### config.mk
export PLATFORM = sky130hd
export DESIGN_NAME = serial_ram_reader
export DESIGN_NICKNAME = d
export VERILOG_FILES = /design/src/rtl/serial_ram_pkg.sv /design/src/rtl/serial_ram_rsp_fifo.sv /design/src/rtl/serial_ram_reader.sv
export SDC_FILE = /design/constraint.sdc
export NUM_CORES = 1
export LEC_CHECK = 0
export ABC_AREA = 1
export CAP_MARGIN = 5
export CORE_MARGIN = 4
export CORE_UTILIZATION = 53
export CTS_CLUSTER_DIAMETER = 50
export DETAILED_ROUTE_END_ITERATION = 10
export PLACE_DENSITY = 0.76
export SYNTH_ARGS = -nofsm -noshare
export SYNTH_HDL_FRONTEND = slang
export SYNTH_SLANG_ARGS = --single-unit
### constraint.sdc
create_clock -name clk -period 3.81 [get_ports clk]
set_input_delay 0.381 -clock clk [delete_from_list [all_inputs] [get_ports clk]]
set_output_delay 0.381 -clock clk [all_outputs]
set_load 0.05 [all_outputs]
### src/rtl/serial_ram_pkg.sv
// serial_ram_pkg: default sizing, frame derivations and latency legality check for the serial RAM reader
package serial_ram_pkg;
  localparam int DEF_ADDR_PINS = 4;
  localparam int DEF_DATA_PINS = 4;
  localparam int DEF_LOG2_CYCLES = 2;
  localparam int DEF_RX_DELAY = 12;
  localparam int DEF_FIFO_DEPTH = 4;
  function automatic int cycles_of(input int log2_cycles);
    return 1 << log2_cycles;
  endfunction
  function automatic int phase_w(input int log2_cycles);
    return log2_cycles > 0 ? log2_cycles : 1;
  endfunction
  function automatic bit rx_delay_ok(input int rx_delay, input int cycles);
    return rx_delay >= cycles + 1;
  endfunction
endpackage

### src/rtl/serial_ram_rsp_fifo.sv
// serial_ram_rsp_fifo: in-order response buffer with occupancy count
//   push_i/data_i write an entry, pop_i drops the head (ignored when empty),
//   data_o shows the head entry, count_o is the number of stored entries.
module serial_ram_rsp_fifo #(
  parameter int W = 16,
  parameter int DEPTH = 4,
  localparam int CW = $clog2(DEPTH + 1)
) (
  input  logic          clk,
  input  logic          rst_n,
  input  logic          push_i,
  input  logic [W-1:0]  data_i,
  input  logic          pop_i,
  output logic [W-1:0]  data_o,
  output logic [CW-1:0] count_o
);
  localparam int PTRW = DEPTH > 1 ? $clog2(DEPTH) : 1;
  logic [W-1:0] mem_q [DEPTH];
  logic [PTRW-1:0] rd_q, wr_q;
  logic [CW-1:0] count_q;
  logic pop;
  function automatic logic [PTRW-1:0] inc(input logic [PTRW-1:0] p);
    return p == PTRW'(DEPTH - 1) ? '0 : p + 1'b1;
  endfunction
  assign pop = pop_i && count_q != '0;
  assign data_o = mem_q[rd_q];
  assign count_o = count_q;
  always_ff @(posedge clk or negedge rst_n) begin
    if (!rst_n) begin
      for (int i = 0; i < DEPTH; i++) mem_q[i] <= '0;
      rd_q <= '0;
      wr_q <= '0;
      count_q <= '0;
    end else begin
      if (push_i) mem_q[wr_q] <= data_i;
      if (push_i) wr_q <= inc(wr_q);
      if (pop) rd_q <= inc(rd_q);
      count_q <= count_q + CW'(push_i) - CW'(pop);
    end
  end
  // a full FIFO may only take a push in the same cycle as a pop
  assert property (@(posedge clk) disable iff (!rst_n) !(push_i && !pop && count_q == CW'(DEPTH)));
endmodule

### src/rtl/serial_ram_reader.sv
// serial_ram_reader: read master serializing addresses onto and deserializing data from the pin-serial RAM
//   req_valid/req_ready/req_addr : read request port
//   rsp_valid/rsp_ready/rsp_data : in-order buffered response port
//   ram_addr_out                 : registered address nibble per frame phase
//   ram_data_in                  : data nibble returned RX_DELAY cycles after frame start
module serial_ram_reader
  import serial_ram_pkg::*;
#(
  parameter int ADDR_PINS = DEF_ADDR_PINS,
  parameter int DATA_PINS = DEF_DATA_PINS,
  parameter int LOG2_CYCLES = DEF_LOG2_CYCLES,
  parameter int RX_DELAY = DEF_RX_DELAY,
  parameter int FIFO_DEPTH = DEF_FIFO_DEPTH,
  localparam int CYCLES = cycles_of(LOG2_CYCLES),
  localparam int ADDR_BITS = ADDR_PINS * CYCLES,
  localparam int DATA_BITS = DATA_PINS * CYCLES
) (
  input  logic                 clk,
  input  logic                 rst_n,
  input  logic                 req_valid,
  output logic                 req_ready,
  input  logic [ADDR_BITS-1:0] req_addr,
  output logic                 rsp_valid,
  input  logic                 rsp_ready,
  output logic [DATA_BITS-1:0] rsp_data,
  output logic [ADDR_PINS-1:0] ram_addr_out,
  input  logic [DATA_PINS-1:0] ram_data_in
);
  localparam int PW = phase_w(LOG2_CYCLES);
  localparam int CW = $clog2(FIFO_DEPTH + 1);
  if (!rx_delay_ok(RX_DELAY, CYCLES)) begin : g_bad_rx_delay
    $error("RX_DELAY must be at least CYCLES+1");
  end
  logic [PW-1:0] phase_q, phase_d, cap_idx_q, cap_idx_d;
  logic pend_q, pend_d, cap_on_q, cap_on_d;
  logic [ADDR_BITS-1:0] pend_addr_q, pend_addr_d, frame_addr_q, frame_addr_d;
  logic [ADDR_PINS-1:0] ram_addr_q, ram_addr_d;
  logic [RX_DELAY-1:0] fl_q, fl_d;
  logic [DATA_BITS-1:0] shreg_q, shreg_d, word;
  logic last, hs, launch, start, cap_end;
  logic [CW-1:0] fifo_count;
  logic [7:0] outstanding;
  // every accepted read not yet handed to the consumer holds one credit
  assign outstanding = 8'(pend_q) + 8'($countones(fl_q)) + 8'(cap_on_q) + 8'(fifo_count);
  assign req_ready = !pend_q && outstanding < 8'(FIFO_DEPTH);
  assign rsp_valid = fifo_count != '0;
  assign ram_addr_out = ram_addr_q;
  always_comb begin
    last = phase_q == PW'(CYCLES - 1);
    hs = req_valid && req_ready;
    launch = last && (pend_q || hs);
    phase_d = last ? '0 : phase_q + 1'b1;
    frame_addr_d = !launch ? frame_addr_q : pend_q ? pend_addr_q : req_addr;
    ram_addr_d = frame_addr_d[ADDR_PINS*int'(phase_d) +: ADDR_PINS];
    pend_d = !last && (pend_q || hs);
    pend_addr_d = hs && !last ? req_addr : pend_addr_q;
    fl_d = {fl_q[RX_DELAY-2:0], launch};
    // the delay line tail marks the cycle before the first data nibble; a new window may
    // open on the same edge that closes the previous one
    start = fl_q[RX_DELAY-1];
    cap_end = cap_on_q && cap_idx_q == PW'(CYCLES - 1);
    cap_on_d = start || (cap_on_q && !cap_end);
    cap_idx_d = start ? '0 : cap_idx_q + PW'(cap_on_q);
    word = {ram_data_in, shreg_q[DATA_BITS-1:DATA_PINS]};
    shreg_d = cap_on_q ? word : shreg_q;
  end
  always_ff @(posedge clk or negedge rst_n) begin
    if (!rst_n) begin
      phase_q <= '0;
      pend_q <= 1'b0;
      pend_addr_q <= '0;
      frame_addr_q <= '0;
      ram_addr_q <= '0;
      fl_q <= '0;
      cap_on_q <= 1'b0;
      cap_idx_q <= '0;
      shreg_q <= '0;
    end else begin
      phase_q <= phase_d;
      pend_q <= pend_d;
      pend_addr_q <= pend_addr_d;
      frame_addr_q <= frame_addr_d;
      ram_addr_q <= ram_addr_d;
      fl_q <= fl_d;
      cap_on_q <= cap_on_d;
      cap_idx_q <= cap_idx_d;
      shreg_q <= shreg_d;
    end
  end
  serial_ram_rsp_fifo #(.W(DATA_BITS), .DEPTH(FIFO_DEPTH)) u_fifo (
    .clk(clk),
    .rst_n(rst_n),
    .push_i(cap_end),
    .data_i(word),
    .pop_i(rsp_valid && rsp_ready),
    .data_o(rsp_data),
    .count_o(fifo_count)
  );
endmodule

* Word level (Yosys, flattened, before mapping)
Index checks and enable logic that the tools add are counted.
Widths: inputs -> output; s select.
** Cells by class
- $add $sub $neg :: 20
- Multiply operators :: 0
- Div/mod/pow operators :: 0
- Magnitude comparators :: 4
- Equal/unequal tests :: 4
- Shift operators :: 1
- Mux-type cells :: 12
- Bitwise logic cells :: 2
- Reduce and logical (&&, ||, !) cells :: 16
** Operators by type and width (number)
- $mux 16 :: 5
- $bwmux 64 :: 1
- $bmux 16 s2 :: 1
- $demux 16 s2 :: 1
- $shiftx 16x5->4 :: 1
- $add 1x1->2 :: 6
- $logic_and 1x1->1 :: 10
- $add 2x2->3 :: 3
- $add 7x3->8 :: 1
- $eq 2x2->1 const B :: 4
- $lt 8x3->1 const B :: 1
- $mux 2 :: 4
- $add 6x1->7 :: 1
- $add 1x5->6 :: 1
- $add 2x1->2 const B :: 3
- $ge 3x3->1 const B :: 2
- $not 2->3 :: 2
- $add 4x3->5 :: 1
- $add 3x3->4 :: 1
- $add 3x1->3 :: 1
- $logic_not 1->1 :: 3
- $lt 3x1->1 const B :: 1
- $reduce_bool 3->1 :: 1
- $sub 3x1->3 :: 1
- other kinds (2) :: 3
** Word-level totals
- Flip-flop bits (word level) :: 141
- Bits in latches :: 0
- Bits in writable memories :: 0
- ROM bits :: 0
- Input port bits :: 24
- Output and inout bits :: 22
- Word-level logic and storage cells :: 75
- Memories :: 0

* Depth between registers and ports, before layout
- Depth in word-level cells :: 14
- Mapped depth :: 19
- Gate-level depth less buffers :: 19

* Modules after synthesis
Synthesis repeated with hierarchy kept, for this count alone.
** Second synthesis, totals
- Cells, all modules :: 724
- Area, all modules :: 6656.4 um^2
** Modules (own cells, without submodules)
- serial_ram_rsp_fifo :: instances 1, cells an instance 391, area an instance 3562.2 um^2, sequential area each 1776.7 um^2
- serial_ram_reader :: instances 1, cells an instance 333, area an instance 3094.2 um^2, sequential area each 1651.6 um^2

* Worst setup path before layout
Ideal clock, no wire load.
- Path type :: register to register
- Start point :: reg cap_on_q
- End point :: reg pend_addr_q[12]
- Library setup time :: 0.125 ns
- Arrival time :: 3.754 ns
- Required time :: 3.685 ns
- Path slack :: -0.069 ns
- Cell stages (with the launch flop) :: 14
- Buffers on the path :: 1
- Clock period less this slack :: 3.879 ns
- Cell sequence :: dfrtp_1 -> fa_1 -> inv_1 -> fa_1 -> fa_1 -> fa_1 -> inv_1 -> ha_1 -> or2_1 -> nor2_2 -> and2_4 -> nand3_4 -> buf_6 -> mux2_4
** Between the ends
- Cells in the longest elaborated chain, start to end :: 6
** RTL lines
- from (decl) :: line serial_ram_reader.sv:35 : logic pend_q, pend_d, cap_on_q, cap_on_d;
- from (signal assigned) :: line serial_ram_reader.sv:85 : cap_on_q <= cap_on_d;
- $add 6x1->7 :: line serial_ram_reader.sv:44 : assign outstanding = 8'(pend_q) + 8'($countones(fl_q)) + 8'(cap_on_q) + 8'(fifo_count);
- $add 7x3->8 :: line serial_ram_reader.sv:44
- $lt 8x3->1 :: line serial_ram_reader.sv:45 : assign req_ready = !pend_q && outstanding < 8'(FIFO_DEPTH);
- $logic_and 1x1->1 :: line serial_ram_reader.sv:45
- via req_ready :: line serial_ram_reader.sv:21 : output logic req_ready,
- $logic_and 1x1->1 :: line serial_ram_reader.sv:50 : hs = req_valid && req_ready;
- $logic_and 1x1->1 :: line serial_ram_reader.sv:56 : pend_addr_d = hs && !last ? req_addr : pend_addr_q;
- to (signal assigned) :: line serial_ram_reader.sv:81 : pend_addr_q <= pend_addr_d;
- to (decl) :: line serial_ram_reader.sv:36 : logic [ADDR_BITS-1:0] pend_addr_q, pend_addr_d, frame_addr_q, frame_addr_d;
The timed path passes the listed nets, and every way through them passes these cells.
A chain may end at the register's enable or synchronous reset.

* Worst setup path after layout
- Start point :: reg cap_on_q
- End point :: out req_ready
** Between the ends
- Cells in the longest elaborated chain, start to end :: 4
** RTL lines (line)
- $add 6x1->7 :: serial_ram_reader.sv:44
- $add 7x3->8 :: serial_ram_reader.sv:44
- $lt 8x3->1 :: serial_ram_reader.sv:45
- $logic_and 1x1->1 :: serial_ram_reader.sv:45
- to (decl) :: serial_ram_reader.sv:21
Every way passes these cells.

==> results.txt <==
----------------------------------------------------
[Outcome]
  Result of the run ... complete, but fails checks
  Violations in the final reports ... negative setup slack

[Setup path]
  Critical Path RT ... 3.43 ns
  Cell type with the highest occurrence count on the critical path ... sky130_fd_sc_hd__fa_1
  Slowest library cell on the worst path ... sky130_fd_sc_hd__fa_1
  Worst-path fanout max ... 2
  Category of the critical setup timing path ... reg2out
  CP cell instances ... fa_1, inv_2, fa_1, fa_2, fa_1, inv_1, ha_2, or2_1, nor2_2, buf_4, and2_4, buf_12
  Endpoint kind of the worst setup timing path ... output pin
  R2R setup slack ... -0.15 ns
  Worst path buffer plus inverter count ... 4
  Arrival @ worst endpoint ... 3.73 ns
  Startpoint type of the worst setup path ... flip-flop
  Largest stage delay on the critical path ... 0.56 ns
  Cell family with most CP delay ... adder cells

[Final layout]
  Post-Layout Inst Area ... 0.00755 mm2
  Commonest non-fill, non-tap cell in the layout ... sky130_fd_sc_hd__nand2_1
  Layout cell share with drive strength beyond 1 ... 0.122
  Filler Cells Inserted ... 847
  Layout overhead on the synthesized area ... 23.1%
  Multi-input gate area in the final layout ... 0.00246 mm2
  Inserted Diodes ... 0
  Seq. cell area ... 0.00343 mm2
  Highest-count cells in the layout ignoring fill and taps ... 157 x sky130_fd_sc_hd__nand2_1, 136 x sky130_fd_sc_hd__dfrtp_1, 132 x sky130_fd_sc_hd__o21ai_0, 63 x sky130_fd_sc_hd__inv_1, 43 x sky130_fd_sc_hd__clkdlybuf4s50_1
  Layout Nets ... 772

[Routing]
  Antenna Violating Nets Remaining ... 0
  Detailed Route Iter0 Violations ... 410
  First drt pass iteration count ... 5
  Wire length per cell ... 15.5 um
  Detailed-route via count ... 4742
  WL final ... 13.6 mm
  Average via count per standard cell ... 5.40
  Remaining DRCs ... 0

[Pwr]
  Part of the total power dissipated in sequential elements ... 0.298
  Relative contribution of combinational cells to total power ... 0.517
  Sw Pwr ... 3470 uW
  Leakage power ... 0.00362 uW
  Net Sw Frac ... 0.431
  Worst vdd ir ... 847 uV
  PwrDens ... 1070 mW/mm2
  Clock network power share ... 0.185
  Internal Dissipation ... 4590 uW

[Floorplan]
  Top-Level Pins ... 46
  Full die area ... 0.0133 mm2
  Number of placement rows ... 39
  Starting density of the core ... 0.539
  Placeable Area ... 0.0114 mm2
  Die span in x ... 116 um
  Chip height ... 116 um

[STA]
  Maximum clock frequency ... 243 MHz
  Number of hold violations in the final report ... 0
  Final setup violation count ... 28
  RSZ-0062 raised after global routing ... yes
  Final slew viol count ... 0
  Max-slew headroom at the worst pin ... 0.286
  Post-Route Hold Slack ... 0.382 ns
  Worst Setup Slack, final ... -0.299 ns
  Shortest clock period the worst path allows after layout ... 4.11 ns
  Post-route clock period utilization ... 1.08
  Post-Route Skew ... 0.00537 ns
  Worst Tran Pin Value ... 1.07 ns

[GRT]
  Global-route wire length before repair ... 22.1 mm
  Largest net degree at the start of global routing ... 103
  Tot GR Track Use ... 0.211
  Vias in the first global route ... 4726
  Remaining global-route overflow ... 0
  Antenna violations before repair ... 0

[Clock network]
  Maximum level of the CTS H-tree ... 4
  CTS tree ... built
  CTS buffer count ... 17
  Max Buffers Root-to-Sink ... 2
  Clock latency on the worst-skew pair ... 0.42 ns
  Clock sink count ... 137
  Root Driver ... sky130_fd_sc_hd__clkbuf_16
  Clock transition time at the flip-flop clock pins of the worst setup and hold paths ... 0.06 ns

[Synth]
  Top cell type's share of synthesized area ... 0.559
  Combinational family with the most area after synthesis ... simple AND/OR/NAND/NOR gates
  Synth Area in Compound Gates ... 0.127
  Adder-cell share of the synthesized area ... 0.0653
  Synthesized Nets ... 718
  Cell type with the largest total area after synthesis ... sky130_fd_sc_hd__dfrtp_1
  Share of the synthesized netlist area taken by xor and xnor gates ... 0.00429
  Multiplexer area fraction after synthesis ... 0.0171
  Synth Area in Simple Gates ... 0.163
  Synthesized instance count ... 668
  Number of synthesized register bits ... 137
  Post-synth cell types ... 25
  Fraction of the yosys area taken by sequential cells ... 0.559
  Synthesized area ... 0.00613 mm2
  Top area cells in the synthesized netlist ... sky130_fd_sc_hd__dfrtp_1 56%, sky130_fd_sc_hd__o21ai_0 11%, sky130_fd_sc_hd__nand2_1 10%
  Total of warnings raised by yosys ... 0
  Average size of a mapped cell ... 9.18 um2

[Placement]
  Placer congestion estimate ... 0.865
  Post-detailed-placement half-perimeter wirelength ... 8.20 mm
  Worst slack at placement ... 0.0323 ns
  Buffers added on ports ... 45
  Placed instance area ... 0.00672 mm2

[Run]
  Max-cap violation count ... 0

[Min path]
  Worst Hold Class ... reg2reg

----------------------------------------------------
[cells in the mapped netlist]
cell                       instances
sky130_fd_sc_hd__nor2_1           39
sky130_fd_sc_hd__or2_1             1
sky130_fd_sc_hd__o21ai_0         136
sky130_fd_sc_hd__clkinv_1          2
sky130_fd_sc_hd__xnor2_1           3
sky130_fd_sc_hd__fa_1             10
sky130_fd_sc_hd__nor2_2            3
sky130_fd_sc_hd__mux2_4            4
sky130_fd_sc_hd__buf_1             1
sky130_fd_sc_hd__and2_4            1
sky130_fd_sc_hd__mux2_2            4
sky130_fd_sc_hd__nand2_2           1
sky130_fd_sc_hd__and2_0            1
sky130_fd_sc_hd__nand2_1         167
sky130_fd_sc_hd__clkbuf_1         25
sky130_fd_sc_hd__nand3_4           1
sky130_fd_sc_hd__o22ai_1          16
sky130_fd_sc_hd__ha_1             16
sky130_fd_sc_hd__inv_1            65
sky130_fd_sc_hd__nand2_4           1
sky130_fd_sc_hd__nand3_1          29
sky130_fd_sc_hd__buf_6             3
sky130_fd_sc_hd__or3_1             1
sky130_fd_sc_hd__inv_4             1
sky130_fd_sc_hd__dfrtp_1         137
[area by class of cell]
| class | count | area share |
|---|---|---|
| repair inverters | 2 | 0.00265 |
| flip-flops and latches | 137 | 0.454 |
| multi-input cells | 436 | 0.326 |
| clock inverters | 14 | 0.0152 |
| inverters | 68 | 0.0355 |
| well taps | 143 | 0.0237 |
| clock buffers | 18 | 0.0569 |
| repair buffers | 60 | 0.0859 |
[sequential cells by signal, indices dropped and copies added (netlist names), 3 cells and up]
name	count
u_fifo.count_o	3
ram_addr_out	4
u_fifo.mem_q	64
pend_addr_q	16
frame_addr_q	16
shreg_q	12
fl_q	12
[worst register-to-register path: cells and delay by family, from the launching register on]
| kind | cells | cell delay (ns) |
|---|---|---|
| fa+ha+maj | 5 | 2.07 |
| simple gates | 4 | 0.66 |
| buf+inv | 5 | 0.56 |
| flops | 1 | 0.42 |
| compound gates | 1 | 0.17 |
[final timing paths]
check	start	to	cells past startpoint
min	fl_q[6]	fl_q[7]	0
max in group asynchronous	rst_n	cap_on_q	3
max	cap_on_q	req_ready	12
min in group asynchronous	rst_n	u_fifo.mem_q[49]	2
min reg2reg	fl_q[6]	fl_q[7]	0
max reg2reg	cap_on_q	pend_addr_q[9]	15
[power groups by stage]
stage	logic (uW)	clock network, uW	registers [uW]
global route	4580	1590	2470
global placement	3540	0	2380
detailed placement	3640	0	2400
CTS	3940	1520	2390
finish	4170	1500	2400
floorplan	2560	0	2370
[cells by family after synthesis]
kind of cell,count (synthesis)
flops,137
xor+xnor,3
mux,8
simple gates,245
buf+inv,97
compound gates,152
fa+ha+maj,26
[routing by layer]
| metal | vias to the layer above | global-route usage | share of wire |
|---|---|---|---|
| met1 | 2324 | 0.265 | 0.43 |
| met5 | - | 0 | 0 |
| met2 | 126 | 0.359 | 0.51 |
| met3 | 25 | 0.0444 | 0.041 |
| li1 | 2267 | - | - |
| met4 | 0 | 0.0837 | 0.020 |
[per-stage QoR]
| step | setup TNS [ns] | util | total power (uW) | instances |
|---|---|---|---|---|
| 2_1_floorplan | 0 | - | 4930 | 668 |
| 3_3_place_gp | 0 | 0.591 | 5920 | 834 |
| 3_5_place_dp | 0 | 0.591 | 6050 | 834 |
| 4_1_cts | -2.37 | 0.646 | 7850 | 872 |
| 5_1_grt | -8.89 | 0.664 | 8630 | 878 |
| 6_report | -2.36 | 0.664 | 8070 | 878 |
[repair_timing]
action | 4_1_cts | 5_1_grt
setup buffers | 4 | 6
hold buffers | 1 | 0
setup endpoints to repair | 2 | 39
hold endpoints to repair | 35 | 0
gates resized for setup | 9 | 30
gates cloned | 1 | 4
pin swaps | 13 | 14
(Power assumes the default switching activity.)
